File: config.mk
export PLATFORM = sky130hd
export DESIGN_NAME = microc_ctrl
export DESIGN_NICKNAME = d
export VERILOG_FILES = /design/src/rtl/microc_ctrl.sv
export SDC_FILE = /design/constraint.sdc
export NUM_CORES = 1
export LEC_CHECK = 0
export BUFFER_PORTS_ARGS = -buffer_cell sky130_fd_sc_hd__buf_4
export CAP_MARGIN = 20
export CORE_AREA = 2 2 39 41
export CTS_CLUSTER_DIAMETER = 60
export DETAILED_ROUTE_END_ITERATION = 7
export DIE_AREA = 0 0 41 43
export GPL_TIMING_DRIVEN = 0
export PLACE_DENSITY = 0.75
export SETUP_SLACK_MARGIN = 0.4
export SYNTH_ARGS = -nofsm -noshare
export SYNTH_HDL_FRONTEND = slang
export SYNTH_SLANG_ARGS = --single-unit
File: constraint.sdc
create_clock -name clk -period 2.4 [get_ports clk]
set_input_delay 0.12 -clock clk [delete_from_list [all_inputs] [get_ports clk]]
set_output_delay 0.12 -clock clk [all_outputs]
set_load 0.1 [all_outputs]
File: src/rtl/microc_ctrl.sv
// microc_ctrl: instruction decode and sequencing for the microc datapath.
// Decodes opcode/zero into datapath controls. It also provides a run/stall
// gate, return-stack push/pop with occupancy tracking, and HALT/ERROR states.
//
// Ports:
//   clk, reset (async, active-low)
//   opcode, zero, run_en            : instruction, zero flag, execute gate
//   s_inc, s_inm, we, wez, alu_op   : datapath controls (Mealy in RUN)
//   pc_en, push, pop, s_stack       : PC load and return-stack controls
//   sp                              : return-stack occupancy
//   halted, error                   : terminal-state flags
module microc_ctrl #(
    parameter int unsigned OPW            = 6,
    parameter int unsigned ALUW           = 3,
    parameter int unsigned STACK_DEPTH    = 4,
    parameter int unsigned ERR_ON_ILLEGAL = 1,
    localparam int unsigned SPW           = $clog2(STACK_DEPTH + 1)
) (
    input  logic            clk,
    input  logic            reset,
    input  logic [OPW-1:0]  opcode,
    input  logic            zero,
    input  logic            run_en,
    output logic            s_inc,
    output logic            s_inm,
    output logic            we,
    output logic            wez,
    output logic [ALUW-1:0] alu_op,
    output logic            pc_en,
    output logic            push,
    output logic            pop,
    output logic            s_stack,
    output logic [SPW-1:0]  sp,
    output logic            halted,
    output logic            error
);

    typedef enum logic [1:0] {
        ST_INIT  = 2'd0,
        ST_RUN   = 2'd1,
        ST_HALT  = 2'd2,
        ST_ERROR = 2'd3
    } state_e;

    state_e         state_q, state_d;
    logic [SPW-1:0] sp_q, sp_d;
    logic [5:0]     op;
    logic           illegal;
    logic           fault;
    logic           halt_op;

    assign op = opcode[5:0];

    // State and stack-pointer registers; reset forces every output to 0.
    always_ff @(posedge clk or negedge reset) begin
        if (!reset) begin
            state_q <= ST_INIT;
            sp_q    <= '0;
        end else begin
            state_q <= state_d;
            sp_q    <= sp_d;
        end
    end

    // Decode, stall gating and next-state selection.
    always_comb begin
        state_d = state_q;
        sp_d    = sp_q;
        s_inc   = 1'b0;
        s_inm   = 1'b0;
        we      = 1'b0;
        wez     = 1'b0;
        alu_op  = '0;
        pc_en   = 1'b0;
        push    = 1'b0;
        pop     = 1'b0;
        s_stack = 1'b0;
        illegal = 1'b0;
        fault   = 1'b0;
        halt_op = 1'b0;

        case (state_q)
            ST_INIT: state_d = ST_RUN;
            ST_RUN: begin
                case (op[5:3])
                    3'b000, 3'b010: begin
                        s_inm  = op[4];
                        alu_op = opcode[ALUW-1:0];
                        s_inc  = 1'b1;
                        we     = 1'b1;
                        // Operation 0 is a pass-through load; it leaves the flag alone.
                        wez    = |opcode[ALUW-1:0];
                    end
                    3'b100: s_inc = 1'b0;
                    3'b101: s_inc = op[0] ? zero : ~zero;
                    3'b110: begin
                        if (op[2:0] == 3'b000) begin
                            if (sp_q == SPW'(STACK_DEPTH)) fault = 1'b1;
                            else                           push  = 1'b1;
                        end else if (op[2:0] == 3'b001) begin
                            if (sp_q == '0) begin
                                fault = 1'b1;
                            end else begin
                                pop     = 1'b1;
                                s_stack = 1'b1;
                            end
                        end else begin
                            illegal = 1'b1;
                        end
                    end
                    3'b111: begin
                        if (op[2:0] == 3'b000)      s_inc   = 1'b1;
                        else if (op[2:0] == 3'b111) halt_op = 1'b1;
                        else                        illegal = 1'b1;
                    end
                    default: illegal = 1'b1;
                endcase

                if (illegal) begin
                    if (ERR_ON_ILLEGAL != 0) fault = 1'b1;
                    else                     s_inc = 1'b1;
                end

                pc_en = run_en & ~fault & ~halt_op;

                if (run_en) begin
                    if (fault)        state_d = ST_ERROR;
                    else if (halt_op) state_d = ST_HALT;
                    if (push) sp_d = sp_q + SPW'(1);
                    if (pop)  sp_d = sp_q - SPW'(1);
                end else begin
                    // Stalled: show the decode but suppress every side effect.
                    we   = 1'b0;
                    wez  = 1'b0;
                    push = 1'b0;
                    pop  = 1'b0;
                end
            end
            default: ;
        endcase
    end

    assign sp     = sp_q;
    assign halted = (state_q == ST_HALT);
    assign error  = (state_q == ST_ERROR);

endmodule

# Yosys cells after proc, flatten, opt, wreduce, memory -nomap -nowiden
# Cells that the tools add are included.
[op_classes]
addsub = 2
n_eq_ne = 13
n_mux = 52
n_bitwise = 5
reduce_logical = 11
[op_table]
columns = ["op", "n"]
rows = [
  ["2-to-1 mux 1 bit", 42],
  ["== test 3 bit (second input constant)", 6],
  ["2-to-1 mux 3 bit", 4],
  ["zero test 3 bit", 3],
  ["2-to-1 mux 2 bit", 3],
  ["case mux 1 bit (3 select lines)", 2],
  ["AND reduction 3 bit", 2],
  ["== test 2 bit (second input constant)", 2],
  ["case mux 2 bit (2 select lines)", 1],
  ["nonzero test 2 bit", 2],
  ["OR reduction 4 bit", 1],
  ["adder 3 x 1 -> 3 bit (second input constant)", 1],
  ["== test 3 x 1 -> 1 bit (second input constant)", 1],
  ["== test 3 x 2 -> 1 bit (second input constant)", 1],
  ["inequality test 3 bit (second input constant)", 1],
  ["NOT 1 bit", 3],
  ["OR reduction 3 bit", 1],
  ["subtractor 3 x 1 -> 3 bit (second input constant)", 1],
  ["bitwise AND 1 bit", 2],
  ["== test 2 x 1 -> 1 bit (second input constant)", 1],
  ["zero test 2 bit", 1],
  ["inequality test 2 bit (second input constant)", 1],
  ["OR reduction 2 bit", 1],
]
[totals]
register_bits = 5
input_bits = 10
output_inout_bits = 16

# Depth between registers and ports, before layout
# Gate-level depths: netlist of the first run.
[depth]
word_depth = 11
mapped_depth = 7
mapped_depth_nobuf = 6

# Worst setup path after synthesis of the first run
# No wires, ideal clock.
[synth_path]
path_kind = "reg2out"
start = "register state_q[0]"
end = "output s_inc"
t_arrival_ps = 3769
required_ps = 2280
path_slack_ps = -1489
path_stages_with_launch = 3
path_cell_list = "dfrtp_1 nor2b_1 nor4b_1"
[synth_via]
elab_chain_len = 2
[synth_lines]
columns = ["element", "line", "rtl"]
rows = [
  ["from (decl)", "45", "state_e state_q, state_d;"],
  ["from (signal assigned)", "60", "state_q <= state_d;"],
  ["== test 2 x 1 -> 1 bit", "82", "case (state_q)"],
  ["2-to-1 mux 1 bit", "82", ""],
  ["to (decl)", "24", "output logic s_inc,"],
]
# Every way passes these cells.

# Worst setup path after layout of the first run
[layout_path]
start = "register sp_q[2] (netlist: sp[2])"
end = "register sp_q[2] (netlist: sp[2])"
[layout_via]
elab_chain_len = 8
[layout_lines]
columns = ["element", "line", "rtl"]
rows = [
  ["from (decl)", "46", "logic [SPW-1:0] sp_q, sp_d;"],
  ["from (signal assigned)", "61", "sp_q <= sp_d;"],
  ["zero test 3 bit", "101", "if (sp_q == '0) begin"],
  ["2-to-1 mux 1 bit", "101", ""],
  ["2-to-1 mux 1 bit", "100", "end else if (op[2:0] == 3'b001) begin"],
  ["2-to-1 mux 1 bit", "97", "if (op[2:0] == 3'b000) begin"],
  ["2-to-1 mux 1 bit", "85", "case (op[5:3])"],
  ["2-to-1 mux 1 bit", "82", ""],
  ["nonzero test 2 bit (no source line)", "--", ""],
  ["AND reduction 3 bit (no source line)", "--", ""],
]
# Several ways; a longest one is shown, not always the timed one. The select of a mux whose other input is x is not followed.
# A chain may end at the register's enable or synchronous reset.

==> results by group, run 1 <==
Cells and area
  • Layout cells sized above 1: 60.0%
  • Final instance area: 970 sq um
  • Finished Layout Cells: 116
  • Final nets: 114
  • Area grow syn2layout: 88.6%
  • Ant. Diodes: 0

Worst setup path
  • Slowest cell on crit path: dfrtp_4
  • Max stage delay on crit path: 0.48 ns
  • Setup crit start kind: flop
  • Kind of critical path: flop to flop
  • Critical path capture point type: flop
  • Crit path DAT: 2.07 ns
  • Crit-path leading delay family: compound AO/OA/AOI/OAI gates
  • Critical-path cell list: buf_8 -> o31ai_4 -> nor4_4 -> fa_2 -> buf_4 -> o31ai_1 -> nor3_1
  • Worst path required time: 2.51 ns
  • Worst Path Buf+Inv: 2
  • CP max FO: 4
  • Reg-to-reg slack, setup: 0.44 ns

Min path
  • Hold Crit Class: primary input to flop

Clock network
  • Worst-Skew Late Latency: 0.24 ns
  • CTS Root Cell: clkbuf_4
  • Clk buf depth: 2
  • H-Tree Depth: 1
  • Number of buffers created by CTS: 3
  • CTS clock-pin slew for the worst setup and hold paths: 0.04 ns
  • Total clock sinks: 5
  • CTS tree: yes

Power
  • Total power divided by cell area: 271 nW/um^2
  • Design Power: 0.262 mW
  • Static Leak: 0.437 nW
  • VDD IR max: 0.156 mV

Detailed routing
  • Via count: 636
  • WL met1: 664 microns
  • 1st-iter DRT viols: 9
  • Final wirelength: 1.54 mm
  • Met3 wire length: 47 microns
  • DRC Markers: 0
  • Met2 WL: 813 microns
  • Antenna-violating nets left: 0
  • Drt wl/cell: 13.3 microns
  • TritonRoute pass-1 iters: 4
  • Drt via density: 5.48
  • Highest metal layer with signal wires: met4

GRT
  • First-pass GRT wire length: 2.42 mm
  • GRT Util Overall: 19.2%
  • Maximum number of pins on one net before global-route repair: 11
  • Vias in the first global route: 558
  • GRT overflow: 0
  • Initial antenna violation count: 0

STA
  • Worst Clk Skew: 0.00153 ns
  • Unrepaired setup endpoints after global routing: yes
  • Final setup margin: 0.440 ns
  • Fmax: 510 MHz
  • Final Hold Fails: 0
  • Rel. slew slack: 71.7%
  • Least-Margin Pin Slew: 0.423 ns
  • Max Slew Vio Count: 0
  • Setup TNS: 0 ns
  • Final setup vio count: 0
  • Final period util: 81.7%
  • Min cycle time layout: 1.96 ns

Synth
  • Mean Syn Cell Area: 8.29 sq um
  • Asr flop ratio synth: 100%
  • Synth Register Bits: 5
  • Post-Synthesis Cell Area: 514 sq um
  • Synth top area share: 24.3%
  • Synth area leader: dfrtp_1
  • Most frequently used flop master after synthesis: dfrtp_1
  • Syn Inst Count: 62
  • Syn nets: 75
  • Ys Warns: 0
  • Number of flops mapped to enable cells by yosys: 0
  • Most area-consuming cells after synthesis: dfrtp_1, and3_1, nor2_1
  • Sequential fraction of the synthesis area: 24.3%
  • Distinct cell type count after synthesis: 31

Floorplan
  • Die width: 41 microns
  • Core area: 1380 sq um
  • Starting Density: 37.2%
  • Die Footprint: 1760 sq um
  • Placement Rows: 14
  • Die Ht: 43 microns
  • IO Count: 26

Placement
  • RePlAce Congestion: 0.690
  • Pre-CTS setup slack: 0.324 ns
  • Inst Count DP: 103
  • Dpl hpwl: 1.13 mm
  • Cell Area, Placed: 838 sq um
  • Port Buffers: 25

Flow run
  • Max Cap Violations: 0

Status
  • Outcome: completed
==> cell usage after synthesis, types with 2 or more instances <==
cell type and number:
and2_1 2, buf_2 2, nor4_1 2, nor2b_1 4, nor2_1 7, nor3_1 4, a21oi_1 2, and3_1 6
a211oi_1 3, nand2_1 2, dfrtp_1 5, inv_1 2, o31ai_1 2, ha_1 2
==> cells in the final DEF, fill, tap and decap left out, drive strengths merged, types with 2 or more instances in the layout <==
cell type  Yosys  routed
a211oi         3       3
dfrtp          5       5
nor2           7       7
buf            3      36
inv            2       2
o31ai          2       2
nand2          2       2
and3           6       6
nor3           4       4
nor2b          4       4
ha             2       2
clkbuf         0       4
nor4           2       2
a21oi          2       2
and2           2       2
==> layout make-up <==
type	instances	area (sq um)
Timing Repair Buffer	34	283
Clock buffer	4	26.3
Buffer	3	31.3
Sequential cell	5	138
Tap cell	16	20.0
Fill cell	112	414
Multi-Input combinational cell	52	464
Inverter	2	7.51
==> worst paths after layout <==
check	startpoint	endpoint	cells after the start
max	sp[2]$_DFFE_PN0P_	sp[2]$_DFFE_PN0P_	7
min	run_en	state_q[1]$_DFFE_PN0P_	2
max reg2reg	sp[2]$_DFFE_PN0P_	sp[2]$_DFFE_PN0P_	7
min reg2reg	state_q[0]$_DFFE_PN0P_	state_q[0]$_DFFE_PN0P_	2
max in group asynchronous	reset	sp[2]$_DFFE_PN0P_	2
min in group asynchronous	reset	sp[0]$_DFFE_PN0P_	2
==> state kept, by name (all words and copies together), names as in the netlist <==
| name | count |
|---|---|
| sp | 3 |
| state_q | 2 |
==> power by group <==
part	internal, mW	switching (mW)	leakage, nW	total, mW
clock network	0.0629	0.0357	0.0150	0.0986
registers	0.0868	0.00386	0.0530	0.0907
logic	0.0284	0.0447	0.369	0.0731
total	0.178	0.0843	0.437	0.262
==> what timing repair did <==
action | in CTS | in global routing
pin swaps | 3 | 4
setup buffers | 3 | 5
gates resized for setup | 4 | 2
cloned | 0 | 0
endpoints found under the setup margin | 2 | 2
endpoints found under the hold margin | 5 | 0
hold buffers | 1 | 0
==> per-layer routing <==
layer / global-route usage [%] / up-vias
li1: - / 311
met1: 28.0 / 307
met2: 28.7 / 14
met3: 1.57 / 4
met4: 6.00 / 0
met5: 0 / -
==> through the flow <==
stage / hold WS [ns] / util [%]
2_1_floorplan: -0.176 / -
4_1_cts: 0.166 / 66.4
3_5_place_dp: -0.0743 / 60.6
5_1_grt: 0.178 / 70.1
3_3_place_gp: -0.0779 / 60.6
6_report: 0.165 / 70.1
==> logic make-up after synthesis <==
kind of cell | Yosys count | share of synthesized area, %
flip-flops | 5 | 24.3
AO/OA/AOI/OAI | 12 | 17.0
multiplexers | 1 | 1.95
adder cells (fa/ha/maj) | 3 | 8.76
buffers and inverters | 5 | 5.60
AND/OR/NAND/NOR | 34 | 38.9
XOR/XNOR | 2 | 3.41
No activity file was read; power rests on OpenSTA's default activity.
==> inputs of run 2 (changes only) <==
==> constraint.sdc (replaced) <==
create_clock -name clk -period 1.9 [get_ports clk]
set_input_delay 0.095 -clock clk [delete_from_list [all_inputs] [get_ports clk]]
set_output_delay 0.095 -clock clk [all_outputs]
set_load 0.1 [all_outputs]
==> run 2 against run 1 <==
The run now ends with setup timing left. Global-route usage grew 5.5 points. Non-clock buffer count grew 12. Setup slack lost 0.59 ns. Die area is the same. Flip-flop and latch count is the same. Cell area grew 27%. Routed wire length grew 66%. Largest power group unchanged. Highest routed layer unchanged.
==> results by group, run 2 (synthesized netlist as in run 1, its figures left out) <==
Cells and area
  • Layout cells sized above 1: 71.4% (+11 points)
  • Most frequent cells in the layout: buf_4, buf_12, buf_8
  • Fin util: 89.2% (+19 points)
  • Finished Layout Cells: 128 (+10%)
  • Fill cells: 60 (-46%)
  • Most common cell after layout, fill and taps aside: buf_4
  • Area grow syn2layout: 140%
  • Ant. Diodes: 0 (unchanged)
  • Final nets: 126 (+11%)
  • Largest register FFs: 3 (unchanged)

STA
  • Max Slew Vio Count: 0 (unchanged)
  • Worst Clk Skew: 0.00950 ns (+0.00797 ns)
  • Unrepaired setup endpoints after global routing: yes
  • Min Hold Slack: 0.148 ns (-0.0169 ns)
  • Final period util: 108%
  • Fmax: 489 MHz
  • Rel. slew slack: 70.6% (-1.1 points)
  • Final setup vio count: 3 (+3)
  • Least-Margin Pin Slew: 0.437 ns (+0.0139 ns)
  • Final Hold Fails: 0 (unchanged)
  • Min cycle time layout: 2.05 ns
  • Final setup margin: -0.146 ns (-0.586 ns)

Detailed routing
  • DRC Markers: 0 (unchanged)
  • Via count: 756 (+19%)
  • Final wirelength: 2.55 mm (+66%)
  • 1st-iter DRT viols: 27 (+18)
  • Antenna-violating nets left: 0 (unchanged)
  • TritonRoute pass-1 iters: 4 (unchanged)
  • Drt via density: 5.91 (+7.7%)
  • Drt wl/cell: 19.9 microns (+50%)

Placement
  • Dpl hpwl: 1.08 mm (-4.5%)
  • Inst Count DP: 103 (unchanged)
  • RePlAce Congestion: 0.734 (+6.5%)
  • Pre-CTS setup slack: -0.0922 ns (-0.416 ns)
  • Port Buffers: 25 (unchanged)

Status
  • Failing checks: setup timing
  • Outcome: finished, violations left

GRT
  • Maximum number of pins on one net before global-route repair: 11 (unchanged)
  • Initial antenna violation count: 0 (unchanged)
  • GRT overflow: 0 (unchanged)
  • First-pass GRT wire length: 2.90 mm (+20%)
  • Met1 usage: 30.7% (+2.8 points)
  • Routing usage on met2: 39.1% (+10 points)
  • Vias in the first global route: 639 (+15%)
  • GR Util met3: 6.81% (+5.2 points)
  • Top Usage Layer GRT: met2
  • GRT Util Overall: 24.6% (+5.5 points)

Clock network
  • Clk buf depth: 2 (unchanged)
  • Worst-Skew Late Latency: 0.27 ns (+0.03 ns)
  • CTS Root Cell: clkbuf_4
  • Number of buffers created by CTS: 3 (unchanged)
  • Total clock sinks: 5 (unchanged)
  • CTS tree: yes
  • H-Tree Depth: 1 (unchanged)
  • CTS clock-pin slew for the worst setup and hold paths: 0.05 ns (about the same)

Worst setup path
  • Worst path required time: 1.80 ns (-0.71 ns)
  • CP max FO: 2 (-2)
  • Crit-path leading delay family: simple AND/OR/NAND/NOR gates
  • Worst R2R End: sp[2]$_DFFE_PN0P_
  • Critical path depth: 5 (-2)
  • Critical path capture point type: output pin
  • Max stage delay on crit path: 0.47 ns (about the same)
  • CP endpoint: push
  • Crit. Startpoint: state_q[1]$_DFFE_PN0P_
  • Reg-to-reg slack, setup: -0.09 ns (-0.53 ns)
  • Critical-path cell list: nand3b_1 -> or4_4 -> buf_8 -> a211oi_4 -> buf_12
  • Worst Path Buf+Inv: 2 (unchanged)
  • Slowest cell on crit path: or4_4
  • Setup crit start kind: flop
  • R2R Path Start: sp[2]$_DFFE_PN0P_
  • Crit path DAT: 1.95 ns (-0.12 ns)
  • Kind of critical path: flop to output pin
  • Worst Reg-to-Reg Cells: 7 (unchanged)

Floorplan
  • Core area: 1380 sq um (unchanged)
  • Starting Density: 37.2% (unchanged)
  • Placement Rows: 14 (unchanged)
  • IO Count: 26 (unchanged)
  • Die Ht: 43 microns (unchanged)
  • Die Footprint: 1760 sq um (unchanged)
  • Die width: 41 microns (unchanged)

Flow run
  • Max Cap Violations: 0 (unchanged)

Power
  • Static Leak: 0.547 nW (+25%)
  • Design Power: 0.374 mW (+43%)
  • VDD IR max: 0.405 mV (+160%)
  • Total power divided by cell area: 303 nW/um^2 (+12%)

Min path
  • Hold Crit Class: primary input to flop
  • Hold_sp: run_en
==> run 2: cell count changes in the layout (fill, tap and decap cells not counted), moves of 3 or more <==
| cell | previous run | this run |
|---|---|---|
| and3_1 | 5 | 1 |
| and3_2 | 1 | 4 |
| buf_12 | 2 | 9 |
| buf_8 | 1 | 5 |
==> run 2: layout make-up <==
cell class | instances | area [sq um] | area share, %
Tap cell | 16 | 20.0 | 1.62
Inverter | 2 | 7.51 | 0.609
Multi-Input combinational cell | 52 | 513 | 41.6
Clock buffer | 4 | 26.3 | 2.13
Timing Repair Buffer | 46 | 494 | 40.1
Sequential cell | 5 | 138 | 11.2
Buffer | 3 | 35.0 | 2.84
==> run 2: worst register-to-register path: cells and delay by family, from the launching register on <==
| family | cells | cell delay [ns] |
|---|---|---|
| multiplexers | 1 | 0.17 |
| AO/OA/AOI/OAI | 1 | 0.06 |
| adder cells (fa/ha/maj) | 1 | 0.30 |
| AND/OR/NAND/NOR | 3 | 0.82 |
| flip-flops | 1 | 0.41 |
| buffers and inverters | 1 | 0.11 |
==> run 2: through the flow <==
step,TNS (ns),instance area [sq um]
finish,-0.315,1230
floorplan,-0.879,664
detailed placement,-0.0922,872
global placement,-0.0541,872
CTS,0,1110
global route,-0.534,1230
==> run 2: power by group <==
group	internal, mW	switching (mW)
Clock	0.0806	0.0631
Sequential	0.109	0.00358
Combinational	0.0459	0.0714
==> run 2: worst min path at each step <==
| stage | end | slack (ns) | cells past startpoint |
|---|---|---|---|
| 2_1_floorplan | state_q[0]$_DFFE_PN0P_ | -0.20 | 0 |
| 3_3_place_gp | sp[2]$_DFFE_PN0P_ | -0.10 | 1 |
| 3_5_place_dp | sp[2]$_DFFE_PN0P_ | -0.1 | 1 |
| 4_1_cts | state_q[1]$_DFFE_PN0P_ | 0.15 | 2 |
| 5_1_grt | state_q[1]$_DFFE_PN0P_ | 0.16 | 2 |
| 6_report | state_q[1]$_DFFE_PN0P_ | 0.15 | 2 |
==> run 2: timing repair <==
action / CTS / global route
endpoints found under the hold margin: 5 / 0
hold buffers: 1 / 0
gates resized for setup: 22 / 19
pin swaps: 8 / 8
setup buffers: 15 / 5
cloned: 0 / 0
setup endpoints to repair: 14 / 15
==> run 2: layer usage <==
metal	vias up	routed length, microns	part of all wire (%)
li1	329	-	-
met1	378	1030	40
met2	36	1270	50
met3	13	126	4.9
met4	0	123	4.8
met5	-	0	0
==> inputs of run 3 (changes only) <==
--- a/config.mk
+++ b/config.mk
@@ -7,12 +7,11 @@
 export LEC_CHECK = 0
 export BUFFER_PORTS_ARGS = -buffer_cell sky130_fd_sc_hd__buf_4
 export CAP_MARGIN = 20
-export CORE_AREA = 2 2 39 41
+export CORE_UTILIZATION = 39
 export CTS_CLUSTER_DIAMETER = 60
 export DETAILED_ROUTE_END_ITERATION = 7
-export DIE_AREA = 0 0 41 43
 export GPL_TIMING_DRIVEN = 0
-export PLACE_DENSITY = 0.75
+export PLACE_DENSITY = 0.78
 export SETUP_SLACK_MARGIN = 0.4
 export SYNTH_ARGS = -nofsm -noshare
 export SYNTH_HDL_FRONTEND = slang
==> constraint.sdc (replaced) <==
create_clock -name clk -period 1.8 [get_ports clk]
set_input_delay 0.09 -clock clk [delete_from_list [all_inputs] [get_ports clk]]
set_output_delay 0.09 -clock clk [all_outputs]
set_load 0.1 [all_outputs]
==> run 3 against run 2 <==
The flow now stops in 4_1_cts. Synthesized cell count did not move. Area after synthesis did not move.
==> results by group, run 3 <==
Synth
  • Syn Inst Count: 62 (unchanged)
  • Most area-consuming cells after synthesis: dfrtp_1, and3_1, nor2_1
  • Asr flop ratio synth: 100% (unchanged)
  • Synth area leader: dfrtp_1
  • Number of flops mapped to enable cells by yosys: 0 (unchanged)
  • Syn nets: 75 (unchanged)
  • Mean Syn Cell Area: 8.29 sq um (unchanged)
  • Post-Synthesis Cell Area: 514 sq um (unchanged)
  • Sequential fraction of the synthesis area: 24.3% (unchanged)
  • Most common cell in the synthesized netlist: nor2_1
  • Most frequently used flop master after synthesis: dfrtp_1
  • Synth top area share: 24.3% (unchanged)
  • Ys Warns: 0 (unchanged)
  • Synth cell count leaders: nor2_1, and3_1, dfrtp_1
  • Synth Register Bits: 5 (unchanged)
  • Distinct cell type count after synthesis: 31 (unchanged)

Clock network
  • CTS-repair resized insts: 45 (+100%)
  • CTS Hold Bufs: 1 (unchanged)
  • Number of buffers created by CTS: 3 (unchanged)
  • CTS Root Cell: clkbuf_4
  • Postcts setup bufs: 13 (-2)
  • H-Tree Depth: 1 (unchanged)
  • Total clock sinks: 5 (unchanged)
  • Clk buf depth: 2 (unchanged)

Placement
  • Dpl hpwl: 1.18 mm (+9.4%)
  • RePlAce Congestion: 0.706 (-3.9%)
  • Cell Area, Placed: 870 sq um (-0.29%)
  • Port Buffers: 25 (unchanged)

Floorplan
  • Die Ht: 38.3 microns (-11%)
  • Starting Density: 43.9% (+6.7 points)
  • IO Count: 26 (unchanged)
  • Placement Rows: 12 (-2)
  • Die width: 38.3 microns (-6.6%)

Status
  • Run Error: [ERROR DPL-0038] Utilization greater than 100%, impossible to legalize
  • Stopping stage: 4_1_cts
  • Outcome: aborted with a tool error
run 3: cell counts after synthesis:
Identical to the previous run, type by type.
run 3: logic make-up after synthesis:
group,share of synthesized area [%]
buffers and inverters,5.60
AOI/OAI and AO/OA,17.0
DFF,24.3
adders and majority gates,8.76
xor gates and xnor gates,3.41
and+or+nand+nor,38.9
muxes,1.95
run 3: per-stage QoR:
step / setup TNS, ns / util (%) / hold WS [ns] / setup slack [ns] / std cells
floorplan: -1.40 / - / -0.206 / -0.335 / 62
global placement: -0.180 / 74.3 / -0.108 / -0.164 / 101
detailed placement: -0.242 / 74.3 / -0.102 / -0.195 / 101
==> inputs of run 4 (changes only) <==
--- a/config.mk
+++ b/config.mk
@@ -7,12 +7,11 @@
 export LEC_CHECK = 0
 export BUFFER_PORTS_ARGS = -buffer_cell sky130_fd_sc_hd__buf_4
 export CAP_MARGIN = 20
-export CORE_UTILIZATION = 39
-export CTS_CLUSTER_DIAMETER = 60
+export CORE_AREA = 2 2 63 65
 export DETAILED_ROUTE_END_ITERATION = 7
+export DIE_AREA = 0 0 65 67
 export GPL_TIMING_DRIVEN = 0
-export PLACE_DENSITY = 0.78
-export SETUP_SLACK_MARGIN = 0.4
+export PLACE_DENSITY_LB_ADDON = 0.15
 export SYNTH_ARGS = -nofsm -noshare
 export SYNTH_HDL_FRONTEND = slang
 export SYNTH_SLANG_ARGS = --single-unit
==> constraint.sdc (replaced) <==
create_clock -name clk -period 2.35 [get_ports clk]
set_input_delay 0.1175 -clock clk [delete_from_list [all_inputs] [get_ports clk]]
set_output_delay 0.1175 -clock clk [all_outputs]
set_load 0.1 [all_outputs]
==> run 4 against run 3 <==
The flow now finishes without violations.
==> results by group, run 4 (synthesized netlist as in run 1, its figures left out) <==
Status
  • Outcome: completed

Clock network
  • Clk buf depth: 2 (unchanged)
  • H-Tree Depth: 1 (unchanged)
  • CTS tree: yes
  • Number of buffers created by CTS: 3 (unchanged)
  • Postcts setup bufs: 0 (-13)
  • CTS Root Cell: clkbuf_8
  • CTS clock-pin slew for the worst setup and hold paths: 0.04 ns
  • Total clock sinks: 5 (unchanged)
  • Worst-Skew Late Latency: 0.22 ns

STA
  • Max Slew Vio Count: 0
  • Fmax: 463 MHz
  • Unrepaired setup endpoints after global routing: no
  • Min cycle time layout: 2.16 ns
  • Final period util: 92.0%
  • Final Hold Fails: 0
  • Rel. slew slack: 68.4%
  • Setup TNS: 0 ns
  • Worst Clk Skew: 0.00294 ns
  • Final setup vio count: 0
  • Least-Margin Pin Slew: 0.470 ns

Cells and area
  • Fin util: 24.1%
  • Final nets: 106
  • Final instance area: 868 sq um
  • Most frequent cells in the layout: buf_4, and3_1, nor2_1
  • Ant. Diodes: 0
  • Layout cells sized above 1: 45.7%
  • Fill cells: 393
  • Most common cell after layout, fill and taps aside: buf_4
  • Area grow syn2layout: 68.9%
  • Largest register FFs: 3

Worst setup path
  • Critical path capture point type: flop
  • Setup crit start kind: flop
  • Worst path required time: 2.47 ns
  • Reg-to-reg slack, setup: 0.19 ns
  • CP max FO: 9
  • Max stage delay on crit path: 0.46 ns
  • Crit path DAT: 2.29 ns
  • Slowest cell on crit path: dfrtp_4
  • Kind of critical path: flop to flop
  • R2R Path Start: sp[2]$_DFFE_PN0P_
  • Worst R2R End: sp[2]$_DFFE_PN0P_
  • Critical-path cell list: buf_4 -> o31ai_1 -> nor4_2 -> fa_1 -> or4bb_1 -> mux2i_1 -> nor3_1
  • Worst Reg-to-Reg Cells: 7

GRT
  • First-pass GRT wire length: 2.56 mm
  • GRT overflow: 0
  • Vias in the first global route: 554
  • Maximum number of pins on one net before global-route repair: 11
  • GRT Util Overall: 7.88%
  • Initial antenna violation count: 0

Placement
  • Port Buffers: 25 (unchanged)
  • Dpl hpwl: 1.29 mm (+9.6%)
  • RePlAce Congestion: 0.668 (-5.3%)
  • Cell Area, Placed: 807 sq um (-7.2%)

Min path
  • WHS Path Cells: 2
  • Min-Delay Endpoint: state_q[1]$_DFFE_PN0P_
  • Hold Crit Class: primary input to flop
  • Hold_sp: run_en

Floorplan
  • Core area: 3610 sq um
  • Die Footprint: 4360 sq um
  • Die Ht: 67 microns (+75%)
  • Starting Density: 14.3% (-30 points)
  • IO Count: 26 (unchanged)
  • Placement Rows: 22 (+10)
  • Die width: 65 microns (+70%)

Detailed routing
  • Final wirelength: 1.58 mm
  • Drt wl/cell: 11.3 microns
  • TritonRoute pass-1 iters: 4
  • Via count: 572
  • Drt via density: 4.09
  • Antenna-violating nets left: 0
  • 1st-iter DRT viols: 14
  • DRC Markers: 0

Power
  • Comb pwr share: 20.9%
  • Clock network fraction of design power: 50.2%
  • VDD IR max: 0.122 mV
  • Total power divided by cell area: 365 nW/um^2
  • Static Leak: 0.385 nW
  • Seq pwr share: 28.9%
  • Internal Power: 0.230 mW
  • Design Power: 0.317 mW
  • Sw Ratio: 27.4%
  • Net Switching: 0.0866 mW

Flow run
  • Max Cap Violations: 0
[run 4: how the worst max path moves through the flow]
stage,startpoint,end,cells past startpoint
final,sp[2]$_DFFE_PN0P_,sp[2]$_DFFE_PN0P_,7
after global routing,sp[2]$_DFFE_PN0P_,sp[2]$_DFFE_PN0P_,7
after global placement,sp[2]$_DFFE_PN0P_,sp[2]$_DFFE_PN0P_,7
after floorplan,opcode[1],s_inc,4
after detailed placement,sp[2]$_DFFE_PN0P_,sp[2]$_DFFE_PN0P_,7
after CTS,sp[2]$_DFFE_PN0P_,sp[2]$_DFFE_PN0P_,7
[run 4: metrics by stage]
| step | cells | setup WS (ns) | hold WS (ns) |
|---|---|---|---|
| after floorplan | 62 | -0.145 | -0.178 |
| after global placement | 135 | 0.0944 | -0.0759 |
| after detailed placement | 135 | 0.0588 | -0.0731 |
| after CTS | 140 | 0.0516 | 0.198 |
| after global routing | 140 | 0.0456 | 0.219 |
| final | 140 | 0.188 | 0.198 |
[run 4: repair_timing]
item,CTS,global route
endpoints found under the setup margin,0,1
hold buffers,1,0
hold endpoints to repair,5,0
resized for setup,0,1
[run 4: worst max-delay path: cells and delay by family (launching register included)]
kind / cells / cell delay (ns)
adder cells (fa/ha/maj): 1 / 0.44
flip-flops: 1 / 0.46
AND/OR/NAND/NOR: 3 / 0.52
AO/OA/AOI/OAI: 1 / 0.41
multiplexers: 1 / 0.06
buffers and inverters: 1 / 0.18
[run 4: power groups by stage]
stage	clock, mW	sequential [mW]	combinational, mW
2_1_floorplan	0	0.101	0.0293
3_3_place_gp	0	0.0926	0.0644
3_5_place_dp	0	0.0927	0.0654
4_1_cts	0.163	0.0916	0.0669
5_1_grt	0.168	0.0919	0.0727
6_report	0.159	0.0915	0.0663
[run 4: cell type report]
cell class / count / area, sq um / area share (%)
repair buffers: 26 / 198 / 22.8
inverters: 2 / 7.51 / 0.865
flip-flops and latches: 5 / 134 / 15.4
multi-input cells: 52 / 400 / 46.1
well taps: 48 / 60.1 / 6.92
plain buffers: 3 / 23.8 / 2.74
clock buffers: 4 / 45.0 / 5.19
[run 4: metal layers]
metal  track usage, %  routed length (microns)  vias to the layer above
met5                0                        0                        -
met4             4.79                       33                        0
met3             2.20                      128                        5
met2             11.9                      673                       25
met1             9.93                      748                      249
li1                 -                        -                      293
